## src/rtl/branch_sequencer.sv

```systemverilog
// Fetch/decode/execute control sequencer for an LC-3 subset (ADD, AND, NOT, BR, JMP).
// Moore machine: every strobe and mux select decodes from registered state only.
module branch_sequencer #(
    parameter int MEM_WAIT = 2
) (
    input  logic        Clk,
    input  logic        Reset,
    input  logic        Run,
    input  logic [15:0] IR,
    input  logic        BEN,
    output logic        LD_MAR,
    output logic        LD_MDR,
    output logic        LD_IR,
    output logic        LD_BEN,
    output logic        LD_CC,
    output logic        LD_REG,
    output logic        LD_PC,
    output logic        GatePC,
    output logic        GateMDR,
    output logic        GateALU,
    output logic        GateMARMUX,
    output logic [1:0]  PCMUX,
    output logic        ADDR1MUX,
    output logic [1:0]  ADDR2MUX,
    output logic        SR1MUX,
    output logic [1:0]  ALUK,
    output logic        Mem_OE,
    output logic        Halted
);

    localparam logic [3:0] S_HALTED  = 4'd0;
    localparam logic [3:0] S_FETCH1  = 4'd1;
    localparam logic [3:0] S_FETCH2  = 4'd2;
    localparam logic [3:0] S_FETCH3  = 4'd3;
    localparam logic [3:0] S_DECODE  = 4'd4;
    localparam logic [3:0] S_ALU_OP  = 4'd5;
    localparam logic [3:0] S_NOT_OP  = 4'd6;
    localparam logic [3:0] S_BR_CHK  = 4'd7;
    localparam logic [3:0] S_BR_TAKE = 4'd8;
    localparam logic [3:0] S_JMP_EX  = 4'd9;
    localparam logic [3:0] S_DONE    = 4'd10;

    localparam logic [3:0] OP_BR  = 4'b0000;
    localparam logic [3:0] OP_ADD = 4'b0001;
    localparam logic [3:0] OP_AND = 4'b0101;
    localparam logic [3:0] OP_NOT = 4'b1001;
    localparam logic [3:0] OP_JMP = 4'b1100;

    localparam logic [3:0] WAIT_LAST = 4'(MEM_WAIT - 1);

    logic [3:0] state;
    logic [3:0] state_next;
    logic [3:0] wait_cnt;
    logic       wait_last;
    logic       alu_is_and;
    logic [3:0] opcode;
    logic       unused_ir_bits;

    assign opcode         = IR[15:12];
    assign wait_last      = (wait_cnt == WAIT_LAST);
    assign unused_ir_bits = ^IR[11:0];

    always_ff @(posedge Clk) begin
        if (Reset) begin
            state      <= S_HALTED;
            wait_cnt   <= 4'd0;
            alu_is_and <= 1'b0;
        end else begin
            state <= state_next;
            if (state == S_FETCH1) begin
                wait_cnt <= 4'd0;
            end else if (state == S_FETCH2) begin
                wait_cnt <= wait_cnt + 4'd1;
            end
            // Capture the ALU flavour at decode so ALUK never depends on the live IR input.
            if (state == S_DECODE) begin
                alu_is_and <= (opcode == OP_AND);
            end
        end
    end

    always_comb begin
        state_next = S_HALTED;
        case (state)
            S_HALTED:  state_next = Run ? S_FETCH1 : S_HALTED;
            S_FETCH1:  state_next = S_FETCH2;
            S_FETCH2:  state_next = wait_last ? S_FETCH3 : S_FETCH2;
            S_FETCH3:  state_next = S_DECODE;
            S_DECODE: begin
                case (opcode)
                    OP_ADD, OP_AND: state_next = S_ALU_OP;
                    OP_NOT:         state_next = S_NOT_OP;
                    OP_BR:          state_next = S_BR_CHK;
                    OP_JMP:         state_next = S_JMP_EX;
                    default:        state_next = S_DONE;
                endcase
            end
            S_ALU_OP:  state_next = S_DONE;
            S_NOT_OP:  state_next = S_DONE;
            S_BR_CHK:  state_next = BEN ? S_BR_TAKE : S_DONE;
            S_BR_TAKE: state_next = S_DONE;
            S_JMP_EX:  state_next = S_DONE;
            S_DONE:    state_next = Run ? S_FETCH1 : S_HALTED;
            default:   state_next = S_HALTED;
        endcase
    end

    always_comb begin
        LD_MAR     = 1'b0;
        LD_MDR     = 1'b0;
        LD_IR      = 1'b0;
        LD_BEN     = 1'b0;
        LD_CC      = 1'b0;
        LD_REG     = 1'b0;
        LD_PC      = 1'b0;
        GatePC     = 1'b0;
        GateMDR    = 1'b0;
        GateALU    = 1'b0;
        GateMARMUX = 1'b0;
        PCMUX      = 2'b00;
        ADDR1MUX   = 1'b0;
        ADDR2MUX   = 2'b00;
        SR1MUX     = 1'b0;
        ALUK       = 2'b00;
        Mem_OE     = 1'b0;
        Halted     = 1'b0;
        case (state)
            S_HALTED: Halted = 1'b1;
            S_FETCH1: begin
                GatePC = 1'b1;
                LD_MAR = 1'b1;
                LD_PC  = 1'b1;
            end
            S_FETCH2: begin
                Mem_OE = 1'b1;
                LD_MDR = wait_last;
            end
            S_FETCH3: begin
                GateMDR = 1'b1;
                LD_IR   = 1'b1;
            end
            S_DECODE: LD_BEN = 1'b1;
            S_ALU_OP: begin
                GateALU = 1'b1;
                LD_REG  = 1'b1;
                LD_CC   = 1'b1;
                ALUK    = alu_is_and ? 2'b01 : 2'b00;
            end
            S_NOT_OP: begin
                GateALU = 1'b1;
                LD_REG  = 1'b1;
                LD_CC   = 1'b1;
                ALUK    = 2'b10;
            end
            // PC + sext(offset9)
            S_BR_TAKE: begin
                LD_PC    = 1'b1;
                PCMUX    = 2'b10;
                ADDR2MUX = 2'b10;
            end
            // BaseR + 0, with BaseR read through SR1 from IR[8:6]
            S_JMP_EX: begin
                LD_PC    = 1'b1;
                PCMUX    = 2'b10;
                ADDR1MUX = 1'b1;
            end
            default: ;
        endcase
    end

endmodule

```

## config.mk

```make
export PLATFORM = sky130hd
export DESIGN_NAME = branch_sequencer
export DESIGN_NICKNAME = d
export VERILOG_FILES = /design/src/rtl/branch_sequencer.sv
export SDC_FILE = /design/constraint.sdc
export NUM_CORES = 1
export LEC_CHECK = 0
export ABC_CLOCK_PERIOD_IN_PS = 1800
export CORE_MARGIN = 5
export CORE_UTILIZATION = 38
export DETAILED_ROUTE_END_ITERATION = 12
export PLACE_DENSITY = 0.79
export SLEW_MARGIN = 0
export SYNTH_ARGS = -nofsm -noshare
export SYNTH_HDL_FRONTEND = slang
export SYNTH_SLANG_ARGS = --single-unit
```

## constraint.sdc

```tcl
create_clock -name Clk -period 1.8 [get_ports Clk]
set_input_delay 0.27 -clock Clk [delete_from_list [all_inputs] [get_ports Clk]]
set_output_delay 0.27 -clock Clk [all_outputs]
set_load 0.01 [all_outputs]
```

==> results.md <==
Timing:
- The count of final max-slew check failures came to 0.
- The worst clock skew is 0.00226 ns.
- For the final routed database, the setup TNS stands at 0 ns.
- The worst hold slack across all endpoints is 0.518 ns.
- The count of endpoints failing setup in the final report is 0.
- Setup repair after global routing left no endpoint under its margin.
- The final critical-path required period is 1.72 ns.
- The highest attainable clock frequency is 0.581 GHz.
- The fraction of the cycle the final worst path needs is 0.956.
- The hold violation total from the final report is 0.

Clocking:
- The root buffer cell chosen for the clock tree is clkbuf_4.
- The number of clock buffers added by TritonCTS is 3.
- The number of buffers inserted by hold repair at cts is 0.
- No sink is reached through more buffers than the 2 on the longest clock path.
- The clock latency reported for the late side of the worst-skew pair is 0.27 ns.
- The clock-pin slew of the registers on the worst-case setup and hold paths is 0.07 ns.
- The count of H-tree levels built during CTS is 1.
- Clock tree synthesis found a total of 9 sinks.
- TritonCTS built the clock tree.

Synthesis:
- The netlist area before placement is 746 sq um.
- Of the total synthesized cell area, the portion taken by AND, OR, NAND and NOR gates is 0.295.
- The share of async-settable or async-resettable flops after synthesis is 0.
- The synthesized-area fraction occupied by ao, oa, aoi and oai cells is 0.206.
- By area, the combinational part of the netlist is dominated by simple AND/OR/NAND/NOR gates.
- Of the total synthesized cell area, the portion taken by XOR and XNOR cells is 0.0235.
- The number of instances in the synthesized netlist is 100.
- The main flop type after synthesis is dfxtp_1.
- The number of enable-type register cells in the synthesized netlist is 0.
- The sequential-to-total area share from yosys stat is 0.242.
- The Yosys step of the flow raised 0 warnings.
- Of the total synthesized cell area, the portion taken by full adders, half adders and majority gates is 0.0336.
- The portion of netlist area occupied by mux cells is 0.0285.
- A synthesized cell averages 7.46 sq um.
- The synthesized design contains 9 register bits.
- The unique cell type count in the Yosys netlist is 39.

Floorplanning:
- The x dimension of the die is 54.3 microns.
- 41 I/O pins were placed.
- The die covers 2950 sq um.
- The initial standard-cell utilization of the core is 0.388.
- The floorplan has 16 rows.
- The core region is 1920 sq um.
- The die extent in y is 54.3 microns.

Place:
- During placement, the flow inserted port buffers numbering 24.
- At the end of routability-driven placement, the weighted congestion stood at 0.848.
- Detailed placement ended at an HPWL of 1.60 mm.

Setup path:
- The reg-to-reg critical path endpoint is state[3]$_SDFF_PP0_.
- The kind of end point of the critical path is a primary output.
- Grouping stages by cell kind, the critical path spends the most delay in buffers and inverters.
- The highest net fanout along the worst path is 4.
- Together, buffers and inverters on the worst path number 2.
- The worst setup path is of the register to primary output kind.
- The critical path depth in cells is 5.
- Following the worst setup path forward leads to its endpoint at GateMDR.
- The required time at the endpoint of the critical path is 1.53 ns.
- The flop-to-flop setup slack is 0.33 ns.
- STA classifies the critical path startpoint as a register.
- STA puts the critical path data arrival time at 1.45 ns.
- In this run the critical register-to-register path is launched from state[0]$_SDFF_PP0_.
- The slowest stage of the critical path belongs to the cell dfxtp_1.
- Walking the worst path, the cells encountered are buf_4 -> nor2_4 -> nand2_1 -> nor2_2 -> dlygate4sd2_1.
- The cell depth of the worst flop-to-flop path is 5.
- The delay contributed by the slowest stage of the critical path is 0.35 ns.
- The critical path starts at state[3]$_SDFF_PP0_.

Route:
- Dividing the detail-routed via count by the number of cells gives 4.97.
- The detailed router placed 776 vias in this run.
- The final antenna-violating net count is 0.
- In this run, the number of DRC markers left after iteration 0 of detailed routing was 9.
- The number of detailed-route iterations in the first pass is 4.
- The average wire per standard cell is 12.7 microns.
- The total length of routed wires is 1.98 mm.
- The total DRC errors in the routed layout is 0.

GRT:
- The global routing usage summed across all routing layers is 0.151.
- The number of global-route vias before repair is 799.
- The number of antenna violations at the first check in global routing is 0.
- The aggregate global routing overflow is 0.
- The first global-routing pass estimated 3.28 mm of wire.
- The largest net degree at the start of global routing is 14.

Finish:
- Relative to the synthesized area, the layout overhead comes to 37.8%.
- The number of inserted diodes is 0.
- The library cell used most frequently in the layout, excluding fill and tap cells, is dlygate4sd2_1.
- The utilization after layout is 0.535.
- The top cell types in the final layout, fill and taps aside, are 17 x dlygate4sd2_1, 12 x nor2_1, 11 x buf_4.
- The number of nets in the layout is 152.
- Of the cells placed in the final design, the portion with a size suffix greater than 1 is 0.194.

Worst hold path:
- In this run the worst hold path is classified as register to register.

Pwr:
- Summed over all cells, the static leakage comes to 0.000478 uW.
- VDD sags by at most 393 uV.
- Dividing total power by cell area gives a power density of 553 nW/um^2.
- The total power draw is 568 uW.

Flow run:
- Across the run, the number of max-cap violations was 0.

Outcome:
- The flow ran to the end, and the final reports show no timing, DRC or antenna violations.
-- cell type report --
class                      count  area (sq um)
fill                         198           895
timing repair buffer          35           302
clock buffer                   4          26.3
inverter                       7          26.3
tap                           27          33.8
multi-input combinational     74           458
sequential                     9           181
-- stage by stage --
stage / instances / setup WS [ns] / instance area, sq um
3_5_place_dp: 151 / 0.0302 / 1010
4_1_cts: 155 / 0.0490 / 1020
6_report: 156 / 0.0786 / 1030
5_1_grt: 156 / 0.0153 / 1030
2_1_floorplan: 103 / 0.282 / 757
3_3_place_gp: 151 / 0.0549 / 1010
-- timing repair --
item	4_1_cts	5_1_grt
pin swaps	1	1
gates resized for setup	20	1
buffers inserted	0	1
setup endpoints to repair	17	1
hold endpoints to repair	0	0
-- sequential cells by signal, indices dropped and copies added (netlist names) --
name / cells
wait_cnt: 4
alu_is_and: 1
state: 4
-- how the worst min path moves through the flow --
stage	start	to	slack (ns)	depth (start not counted)
final	alu_is_and$_SDFFE_PP0P_	alu_is_and$_SDFFE_PP0P_	0.52	2
after CTS	alu_is_and$_SDFFE_PP0P_	alu_is_and$_SDFFE_PP0P_	0.52	2
after global placement	alu_is_and$_SDFFE_PP0P_	alu_is_and$_SDFFE_PP0P_	0.48	2
after detailed placement	alu_is_and$_SDFFE_PP0P_	alu_is_and$_SDFFE_PP0P_	0.51	2
after global routing	alu_is_and$_SDFFE_PP0P_	alu_is_and$_SDFFE_PP0P_	0.57	2
after floorplan	Reset	wait_cnt[2]$_SDFFE_PP0P_	0.34	1
-- layer usage --
metal  wire [microns]  global-route usage  vias up
met3              138              0.0436        6
met5                0                   0        -
met2              983               0.269       31
li1                 -                   -      390
met1              819               0.163      349
met4               38              0.0705        0
-- power breakdown --
part           internal, uW  total, uW  switching, uW
Clock                  85.8        165           78.7
Combinational          87.8        181           93.5
Sequential              208        222           13.8
-- cells by family after synthesis --
| family | after synthesis |
|---|---|
| multiplexers | 2 |
| adder cells (fa/ha/maj) | 2 |
| AND/OR/NAND/NOR | 41 |
| buffers and inverters | 20 |
| XOR/XNOR | 2 |
| other | 1 |
| flip-flops | 9 |
| AO/OA/AOI/OAI | 23 |
-- cell usage after synthesis (2+ instances only) --
| cell type | n | area, sq um |
|---|---|---|
| nor2_1 | 14 | 52.6 |
| buf_6 | 2 | 22.5 |
| or2_1 | 2 | 12.5 |
| nand3_1 | 4 | 20.0 |
| ha_1 | 2 | 25.0 |
| nor2_2 | 2 | 12.5 |
| xnor2_1 | 2 | 17.5 |
| dfxtp_1 | 9 | 180 |
| a21oi_1 | 5 | 25.0 |
| a22oi_1 | 2 | 15.0 |
| o21ai_0 | 3 | 15.0 |
| o21bai_1 | 2 | 15.0 |
| nor3_1 | 2 | 10.0 |
| buf_4 | 8 | 60.1 |
| buf_2 | 3 | 15.0 |
| nand2_1 | 5 | 18.8 |
| a31oi_1 | 3 | 18.8 |
| inv_1 | 7 | 26.3 |
| nand2b_1 | 3 | 18.8 |
-- worst min-delay path, delay by kind of cell (launching register included) --
kind          cells  cell delay [ns]
flops             1             0.33
mux               1             0.08
simple gates      1             0.07
Power figures use the tool's default switching activity.
